`src/rtl/multiplexor_2to1.sv`:
```
// Two-input word selector for the 8-bit datapath.
// Combinational output plus an enabled registered copy with its select bit.
module multiplexor_2to1 #(
  parameter int WIDTH = 8
) (
  input  logic             clk,
  input  logic             rst_n,
  input  logic [WIDTH-1:0] input1,
  input  logic [WIDTH-1:0] input2,
  input  logic             selector,
  input  logic             en,
  output logic [WIDTH-1:0] output1,
  output logic [WIDTH-1:0] output1_q,
  output logic             sel_q
);

  logic [WIDTH-1:0] output1_d;
  logic             sel_d;

  // Unknown select propagates as all-X rather than a bitwise merge.
  always_comb begin
    output1 = 'x;
    unique case (selector)
      1'b0: output1 = input1;
      1'b1: output1 = input2;
      default: output1 = 'x;
    endcase
  end

  always_comb begin
    output1_d = output1_q;
    sel_d     = sel_q;
    if (en) begin
      output1_d = output1;
      sel_d     = selector;
    end
  end

  always_ff @(posedge clk or negedge rst_n) begin
    if (!rst_n) begin
      output1_q <= '0;
      sel_q     <= 1'b0;
    end else begin
      output1_q <= output1_d;
      sel_q     <= sel_d;
    end
  end

endmodule

```
`config.mk`:
```
export PLATFORM = sky130hd
export DESIGN_NAME = multiplexor_2to1
export DESIGN_NICKNAME = d
export VERILOG_FILES = /design/src/rtl/multiplexor_2to1.sv
export SDC_FILE = /design/constraint.sdc
export NUM_CORES = 1
export LEC_CHECK = 0
export ABC_AREA = 1
export BUFFER_PORTS_ARGS = -buffer_cell sky130_fd_sc_hd__clkbuf_2
export CAP_MARGIN = 20
export CORE_MARGIN = 8
export CORE_UTILIZATION = 42
export DETAILED_ROUTE_END_ITERATION = 7
export PLACE_DENSITY_LB_ADDON = 0.12
export SLEW_MARGIN = 20
export SYNTH_ARGS = -nofsm -noshare
export SYNTH_HDL_FRONTEND = slang
export SYNTH_SLANG_ARGS = --single-unit
```
`constraint.sdc`:
```
create_clock -name clk -period 0.95 [get_ports clk]
set_input_delay 0.19 -clock clk [delete_from_list [all_inputs] [get_ports clk]]
set_output_delay 0.19 -clock clk [all_outputs]
set_load 0.01 [all_outputs]
```
==> results of run 1 <==
==> flip-flops by register name, indices dropped and copies added (netlist names) <==
name / count
output1_q: 8
sel_q: 1
==> synthesized netlist by cell type <==
master	n	area share, %
nand2_1	30	21
inv_1	16	11
dfrtp_1	9	41
and2_1	8	9.1
nand3_1	8	7.3
nand2_2	3	3.4
buf_4	1	1.4
buf_6	1	2.1
inv_4	1	1.1
inv_8	1	2.1
o21ai_1	1	0.91
==> layer usage <==
layer / share of wire, % / vias to the layer above / track usage [%] / wire length (µm)
met3: 9.0 / 2 / 3.99 / 141
met1: 39 / 265 / 13.1 / 608
li1: - / 323 / - / -
met5: 0 / - / 0 / 0
met4: 0.89 / 0 / 5.31 / 14
met2: 51 / 20 / 21.4 / 809
==> placed cells by master (no fill, tap or decap) <==
| cell type | count |
|---|---|
| clkbuf_2 | 32 |
| nand2_1 | 30 |
| inv_1 | 16 |
| dfrtp_1 | 9 |
| and2_1 | 8 |
| nand3_1 | 8 |
| buf_4 | 7 |
| nand2_2 | 3 |
| clkbuf_4 | 3 |
| inv_4 | 2 |
| buf_6 | 2 |
| inv_8 | 1 |
| o21ai_1 | 1 |
| clkinv_2 | 1 |
| dlygate4sd3_1 | 1 |
| buf_8 | 1 |
| buf_2 | 1 |
==> kinds of logic after synthesis <==
family	Yosys count	synth area share, %
compound gates	1	0.912
buf+inv	20	17.6
flops	9	41.1
simple gates	49	40.4
==> repair_timing <==
action / CTS / global route
gates cloned: 1 / 0
hold buffers: 1 / 0
endpoints found under the setup margin: 17 / 15
hold endpoints to repair: 9 / 0
gates resized for setup: 2 / 6
buffers inserted: 2 / 5
==> layout make-up <==
cell class	instances	area (µm²)
multi-input combinational	50	226
tap	15	18.8
clock buffer	3	22.5
clock inverter	1	5.00
timing repair inverter	1	6.26
timing repair buffer	44	265
sequential	9	225
inverter	18	77.6
fill	117	405
==> power groups by stage <==
stage	registers (W)	clock network (W)	logic (W)
global placement	0.000450	0	0.000273
floorplan	0.000470	0	0.000133
global route	0.000452	0.000329	0.000381
finish	0.000447	0.000290	0.000339
detailed placement	0.000452	0	0.000278
CTS	0.000445	0.000301	0.000300
==> path summary, 6_finish.rpt <==
check / start / end / depth (start not counted)
hold / removal: input1[0] / output1_q[0]$_DFFE_PN0P_ / 5
hold reg to reg: output1_q[3]$_DFFE_PN0P_ / output1_q[3]$_DFFE_PN0P_ / 2
setup reg to reg: output1_q[6]$_DFFE_PN0P_ / output1_q[6]$_DFFE_PN0P_ / 4
min in group asynchronous: rst_n / output1_q[6]$_DFFE_PN0P_ / 2
max in group asynchronous: rst_n / output1_q[3]$_DFFE_PN0P_ / 2
setup / recovery: output1_q[2]$_DFFE_PN0P_ / output1_q[2] / 1
==> through the flow <==
step                TNS [ns]  hold WS (ns)  worst slack, ns
detailed placement    -0.677        0.0606          -0.0908
finish               -0.0901         0.233          -0.0233
global route          -0.408         0.251          -0.0568
floorplan                  0        -0.106            0.175
global placement      -0.515        0.0569          -0.0746
CTS                   -0.155         0.233          -0.0338
==> results.sh, run 1 <==
export IMPL_final_cell_area_um2=847
export IMPL_dp_hpwl_um=1170
export IMPL_first_iter_violations=3
export IMPL_rows=13
export IMPL_place_area_um2=728
export IMPL_clk_pin_slew_ns=0.07
export IMPL_die_area_um2=2720
export IMPL_syn_cell_area_um2=548
export IMPL_overflow=0
export IMPL_worst_setup_path_start_kind="register"
export IMPL_critPathCaptureType="output port"
export IMPL_fmax_mhz=1030
export IMPL_wirelength_um=1570
export IMPL_crit_slowest_cell="dfrtp_1"
export IMPL_power_frac_seq_pct=41.5
export IMPL_path_max_fanout=2
export IMPL_slew_viol_final=0
export IMPL_layout_drive_gt1_share_pct=42.1
export IMPL_switching_share_pct=30.2
export IMPL_worstHoldPathType="in2reg"
export IMPL_port_buffers=36
export IMPL_tightest_slew_ns=0.237
export IMPL_cts_buffers=3
export IMPL_cts_tree="done"
export IMPL_grt_pass1_wl_um=2660
export IMPL_power_density_nw_per_um2=1270
export IMPL_combPwrFrac_pct=31.5
export IMPL_period_needed_ns=0.973
export IMPL_crit_arrival_ns=0.78
export IMPL_synthDistinctLibCells=11
export IMPL_fin_util_pct=67.6
export IMPL_p_int_w=0.000751
export IMPL_setup_viol=8
export IMPL_p_leak_nw=0.545
export IMPL_root_buffer="clkbuf_4"
export IMPL_hold_violations=0
export IMPL_crit_chain="clkbuf_2"
export IMPL_htreeDepth=1
export IMPL_critPathMaxStageDelay_ns=0.39
export IMPL_vias_per_cell=4.33
export IMPL_post_synth_inst_count=79
export IMPL_drc_errors=0
export IMPL_post_place_cells=128
export IMPL_io_pins=37
export IMPL_pwr_share_clk_pct=27.0
export IMPL_areaGrowthSynthToFinish_pct=54.6
export IMPL_coreArea_um2=1250
export IMPL_fin_crit_sh_pct=102
export IMPL_grt_max_degree=11
export IMPL_drv_cap=0
export IMPL_violations="setup timing"
export IMPL_syn_nets=99
export IMPL_clock_sinks=9
export IMPL_drtAntennaViolNets=0
export IMPL_peakVddDrop_mv=0.707
export IMPL_firstDrtPassIters=2
export IMPL_rsz0062_at_grt="true"
export IMPL_n_antenna_cell=0
export IMPL_p_total_w=0.00108
export IMPL_worst_ep_required_time_ns=0.76
export IMPL_rrSetupSlack_ns=0.11
export IMPL_status="finished with violations"
export IMPL_synth_avg_cell_area_um2=6.94
export IMPL_die_w_um=52.1
export IMPL_fin_ws_ns=-0.0233
export IMPL_max_slew_margin_rel_pct=84.2
export IMPL_gp_congestion=0.749
export IMPL_worstSetupPathType="reg2out"
export IMPL_ys_seq_elements=9
export IMPL_ys_seq_area_share_pct=41.1
export IMPL_grt_pass1_vias=640
export IMPL_start_util_pct=43.8
export IMPL_post_drt_wl_per_cell_um=11.2
export IMPL_stdcell_count=141
export IMPL_vias=610
export IMPL_grt_usage_pct=12.3
export IMPL_power_switching_w=0.000325
export IMPL_skew_ns=0
export IMPL_fin_nets=147
export IMPL_worstSkewPairLatency_ns=0.26
export IMPL_die_h_um=52.1
export IMPL_path_buf_inv=1
export IMPL_clk_path_buf_depth=2
export IMPL_yosys_warnings=0
export IMPL_critPathTopFamily="flip-flops"
export IMPL_antenna_found_initial=0
No activity file was read; power rests on OpenSTA's default activity.
==> inputs of run 2 (changes only) <==
RECOVER_POWER = 50   (was unset)
==> results.sh, run 2 (synthesis gave the netlist of run 1 again) <==
export IMPL_fillers=118
export IMPL_grt_usage_pct=12.3
export IMPL_cts_tree="done"
export IMPL_grt_max_degree=11
export IMPL_worstSkewPairLatency_ns=0.26
export IMPL_drtAntennaViolNets=0
export IMPL_clock_sinks=9
export IMPL_start_util_pct=43.8
export IMPL_largest_register="output1_q"
export IMPL_rsz0062_at_grt="true"
export IMPL_path_max_fanout=2
export IMPL_slew_viol_final=0
export IMPL_drv_cap=0
export IMPL_whs_ns=0.233
export IMPL_die_h_um=52.1
export IMPL_fmax_mhz=1030
export IMPL_setup_viol=8
export IMPL_worstSetupPathType="reg2out"
export IMPL_worst_setup_path_start_kind="register"
export IMPL_root_buffer="clkbuf_4"
export IMPL_reg_largest_list="output1_q (8), sel_q (1)"
export IMPL_hold_violations=0
export IMPL_critPathMaxStageDelay_ns=0.39
export IMPL_pwr_share_clk_pct=27.0
export IMPL_crit_chain="clkbuf_2"
export IMPL_layout_drive_gt1_share_pct=41.3
export IMPL_overflow=0
export IMPL_max_slew_margin_rel_pct=67.4
export IMPL_largest_reg_flops=8
export IMPL_dp_hpwl_um=1170
export IMPL_peakVddDrop_mv=0.706
export IMPL_fin_crit_sh_pct=102
export IMPL_status="finished with violations"
export IMPL_post_drt_wl_per_cell_um=11.1
export IMPL_die_w_um=52.1
export IMPL_cts_buffers=3
export IMPL_fin_ws_ns=-0.0233
export IMPL_clk_pin_slew_ns=0.07
export IMPL_rows=13
export IMPL_vias=610
export IMPL_antenna_found_initial=0
export IMPL_wirelength_um=1570
export IMPL_n_antenna_cell=0
export IMPL_power_density_nw_per_um2=1270
export IMPL_vias_per_cell=4.33
export IMPL_worstHoldPathType="in2reg"
export IMPL_htreeDepth=1
export IMPL_final_cell_mix="clkbuf_2 (31), nand2_1 (30), inv_1 (16), dfrtp_1 (9)"
export IMPL_grt_pass1_vias=640
export IMPL_p_total_w=0.00108
export IMPL_grt_pass1_wl_um=2660
export IMPL_clk_path_buf_depth=2
export IMPL_p_leak_nw=0.542
export IMPL_critPathTopFamily="flip-flops"
export IMPL_critPathCaptureType="output port"
export IMPL_power_switching_w=0.000325
export IMPL_crit_arrival_ns=0.78
export IMPL_firstDrtPassIters=2
export IMPL_areaGrowthSynthToFinish_pct=54.3
export IMPL_coreArea_um2=1250
export IMPL_crit_slowest_cell="dfrtp_1"
export IMPL_path_buf_inv=1
export IMPL_worst_ep_required_time_ns=0.76
export IMPL_combPwrFrac_pct=31.4
export IMPL_p_int_w=0.000750
export IMPL_switching_share_pct=30.2
export IMPL_power_frac_seq_pct=41.6
export IMPL_gp_congestion=0.749
export IMPL_skew_ns=0
export IMPL_violations="setup timing"
export IMPL_die_area_um2=2720
export IMPL_first_iter_violations=3
export IMPL_io_pins=37
export IMPL_port_buffers=36
export IMPL_fin_nets=147
export IMPL_drc_errors=0
export IMPL_tightest_slew_ns=0.490
export IMPL_period_needed_ns=0.973
export IMPL_final_common_cell="clkbuf_2"
==> run 2: changes by cell type in the layout (fill, tap and decap cells not counted), sizes merged <==
cell | previous run | this run
buf | 11 | 10
clkbuf | 35 | 36
==> run 2: per-layer routing <==
layer  global-route usage [%]  part of all wire [%]  vias up
met5                        0                     0        -
met4                     5.31                  0.89        0
met3                     3.99                   9.0        2
met2                     21.4                    51       20
met1                     13.1                    39      265
li1                         -                     -      323
==> run 2: path summary, 6_finish.rpt <==
check                           slack (ns)                     start  cells after the start                  endpoint
worst max-delay path                 -0.02  output1_q[2]$_DFFE_PN0P_                      1              output1_q[2]
worst min-delay path                  0.23                 input1[0]                      5  output1_q[0]$_DFFE_PN0P_
worst max register to register        0.11  output1_q[6]$_DFFE_PN0P_                      4  output1_q[6]$_DFFE_PN0P_
worst min register to register        0.48  output1_q[3]$_DFFE_PN0P_                      2  output1_q[3]$_DFFE_PN0P_
max in group asynchronous             0.22                     rst_n                      2  output1_q[3]$_DFFE_PN0P_
min in group asynchronous             0.40                     rst_n                      2  output1_q[6]$_DFFE_PN0P_
==> run 2: per-stage QoR <==
stage / std cells / setup TNS [ns] / utilization (%) / area (µm²) / setup slack [ns]
floorplan: 79 / 0 / - / 548 / 0.175
global placement: 128 / -0.515 / 58.1 / 728 / -0.0746
detailed placement: 128 / -0.677 / 58.1 / 728 / -0.0908
CTS: 136 / -0.155 / 63.5 / 796 / -0.0338
global route: 141 / -0.406 / 67.5 / 846 / -0.0568
finish: 141 / -0.0888 / 67.5 / 846 / -0.0233
==> run 2: area by class of cell <==
class / count / area, µm² / area share [%]
Clock buffer: 3 / 22.5 / 2.66
Clock inverter: 1 / 5.00 / 0.592
Inverter: 18 / 77.6 / 9.17
Multi-Input combinational cell: 50 / 226 / 26.8
Sequential cell: 9 / 225 / 26.6
Tap cell: 15 / 18.8 / 2.22
Timing Repair Buffer: 44 / 264 / 31.2
Timing Repair inverter: 1 / 6.26 / 0.740
==> run 2: power by group through the flow <==
stage | Combinational (W) | Clock, W | Sequential (W)
after floorplan | 0.000133 | 0 | 0.000470
after global placement | 0.000273 | 0 | 0.000450
after detailed placement | 0.000278 | 0 | 0.000452
after CTS | 0.000300 | 0.000301 | 0.000445
after global routing | 0.000380 | 0.000329 | 0.000452
final | 0.000338 | 0.000290 | 0.000447
==> run 2: what timing repair did <==
item | 4_1_cts | 5_1_grt
pin swaps | 0 | 0
gates resized for setup | 2 | 6
endpoints found under the setup margin | 17 | 15
setup buffers | 2 | 5
hold buffers | 1 | 0
gates cloned | 1 | 0
endpoints found under the hold margin | 9 | 0
==> inputs of run 3 (changes only) <==
MAX_ROUTING_LAYER = met4   (was unset)
==> results.sh, run 3 (synthesis gave the netlist of run 1 again) <==
export IMPL_path_max_fanout=2
export IMPL_post_place_cells=128
export IMPL_io_pins=37
export IMPL_hold_violations=0
export IMPL_areaGrowthSynthToFinish_pct=54.3
export IMPL_die_area_um2=2720
export IMPL_worstSkewPairLatency_ns=0.26
export IMPL_rows=13
export IMPL_final_cell_area_um2=846
export IMPL_critPathTopFamily="flip-flops"
export IMPL_coreArea_um2=1250
export IMPL_wirelength_um=1570
export IMPL_clk_pin_slew_ns=0.07
export IMPL_layout_drive_gt1_share_pct=41.3
export IMPL_n_antenna_cell=0
export IMPL_firstDrtPassIters=2
export IMPL_power_density_nw_per_um2=1270
export IMPL_gp_congestion=0.758
export IMPL_pre_cts_ws_ns=-0.0908
export IMPL_worst_setup_path_start_kind="register"
export IMPL_crit_slowest_cell="dfrtp_1"
export IMPL_root_buffer="clkbuf_4"
export IMPL_clock_sinks=9
export IMPL_tightest_slew_ns=0.490
export IMPL_place_area_um2=728
export IMPL_drc_errors=0
export IMPL_grt_pass1_vias=639
export IMPL_clk_path_buf_depth=2
export IMPL_slew_viol_final=0
export IMPL_critPathCaptureType="output port"
export IMPL_die_w_um=52.1
export IMPL_path_buf_inv=1
export IMPL_peakVddDrop_mv=0.706
export IMPL_crit_chain="clkbuf_2"
export IMPL_largest_reg_flops=8
export IMPL_p_leak_nw=0.542
export IMPL_final_common_cell="clkbuf_2"
export IMPL_fmax_mhz=1030
export IMPL_stdcell_count=141
export IMPL_cts_buffers=3
export IMPL_vias_per_cell=4.33
export IMPL_dp_hpwl_um=1170
export IMPL_skew_ns=0
export IMPL_first_iter_violations=3
export IMPL_final_cell_mix="clkbuf_2 (31), nand2_1 (30), inv_1 (16), dfrtp_1 (9)"
export IMPL_setup_viol=8
export IMPL_max_slew_margin_rel_pct=67.4
export IMPL_die_h_um=52.1
export IMPL_grt_max_degree=11
export IMPL_critPathMaxStageDelay_ns=0.39
export IMPL_violations="setup timing"
export IMPL_htreeDepth=1
export IMPL_overflow=0
export IMPL_start_util_pct=43.8
export IMPL_fin_ws_ns=-0.0232
export IMPL_rsz0062_at_grt="true"
export IMPL_post_drt_wl_per_cell_um=11.1
export IMPL_drv_cap=0
export IMPL_worstHoldPathType="in2reg"
export IMPL_port_buffers=36
export IMPL_grt_pass1_wl_um=2660
export IMPL_reg_largest_list="output1_q (8), sel_q (1)"
export IMPL_worst_ep_required_time_ns=0.76
export IMPL_vias=610
export IMPL_cts_tree="done"
export IMPL_fin_crit_sh_pct=102
export IMPL_grt_usage_pct=12.6
export IMPL_status="finished with violations"
export IMPL_antenna_found_initial=0
export IMPL_largest_register="output1_q"
export IMPL_drtAntennaViolNets=0
export IMPL_fin_nets=147
export IMPL_crit_arrival_ns=0.78
export IMPL_worstSetupPathType="reg2out"
export IMPL_period_needed_ns=0.973
[run 3: worst paths after layout]
kind	end	startpoint	slack (ns)	depth (start not counted)
max	output1_q[2]	output1_q[2]$_DFFE_PN0P_	-0.02	1
min in group asynchronous	output1_q[6]$_DFFE_PN0P_	rst_n	0.40	2
min	output1_q[0]$_DFFE_PN0P_	input1[0]	0.23	5
max in group asynchronous	output1_q[3]$_DFFE_PN0P_	rst_n	0.22	2
max reg2reg	output1_q[6]$_DFFE_PN0P_	output1_q[6]$_DFFE_PN0P_	0.11	4
min reg2reg	output1_q[3]$_DFFE_PN0P_	output1_q[3]$_DFFE_PN0P_	0.48	2
[run 3: power by group]
group	leakage, nW	switching [W]	total, W	internal (W)
clock network	0.0177	0.000135	0.000290	0.000155
registers	0.108	0.0000239	0.000447	0.000423
logic	0.416	0.000166	0.000338	0.000172
[run 3: final cells by class]
cell class / count / area (µm²)
fillers: 118 / 407
multi-input cells: 50 / 226
repair buffers: 44 / 264
inverters: 18 / 77.6
well taps: 15 / 18.8
clock inverters: 1 / 5.00
flip-flops and latches: 9 / 225
clock buffers: 3 / 22.5
repair inverters: 1 / 6.26
[run 3: metrics by stage]
step | power, W | hold WS, ns | util, % | TNS (ns)
CTS | 0.00105 | 0.233 | 63.5 | -0.155
detailed placement | 0.000730 | 0.0606 | 58.1 | -0.677
global route | 0.00116 | 0.251 | 67.5 | -0.405
floorplan | 0.000602 | -0.106 | - | 0
finish | 0.00108 | 0.233 | 67.5 | -0.0879
global placement | 0.000723 | 0.0569 | 58.1 | -0.515
[run 3: metal layers]
metal  GRT usage [%]  routed length, µm  vias up
li1                -                  -      323
met1            13.9                645      265
met2            21.4                804       20
met3            2.56                 96        2
met4            5.31                 18        0
met5               -                  0        -
[run 3: repair_timing]
item / 4_1_cts / 5_1_grt
pin swaps: 0 / 0
buffers inserted: 2 / 5
setup endpoints to repair: 17 / 15
resized for setup: 2 / 6
hold buffers: 1 / 0
gates cloned: 1 / 0
hold endpoints to repair: 9 / 0
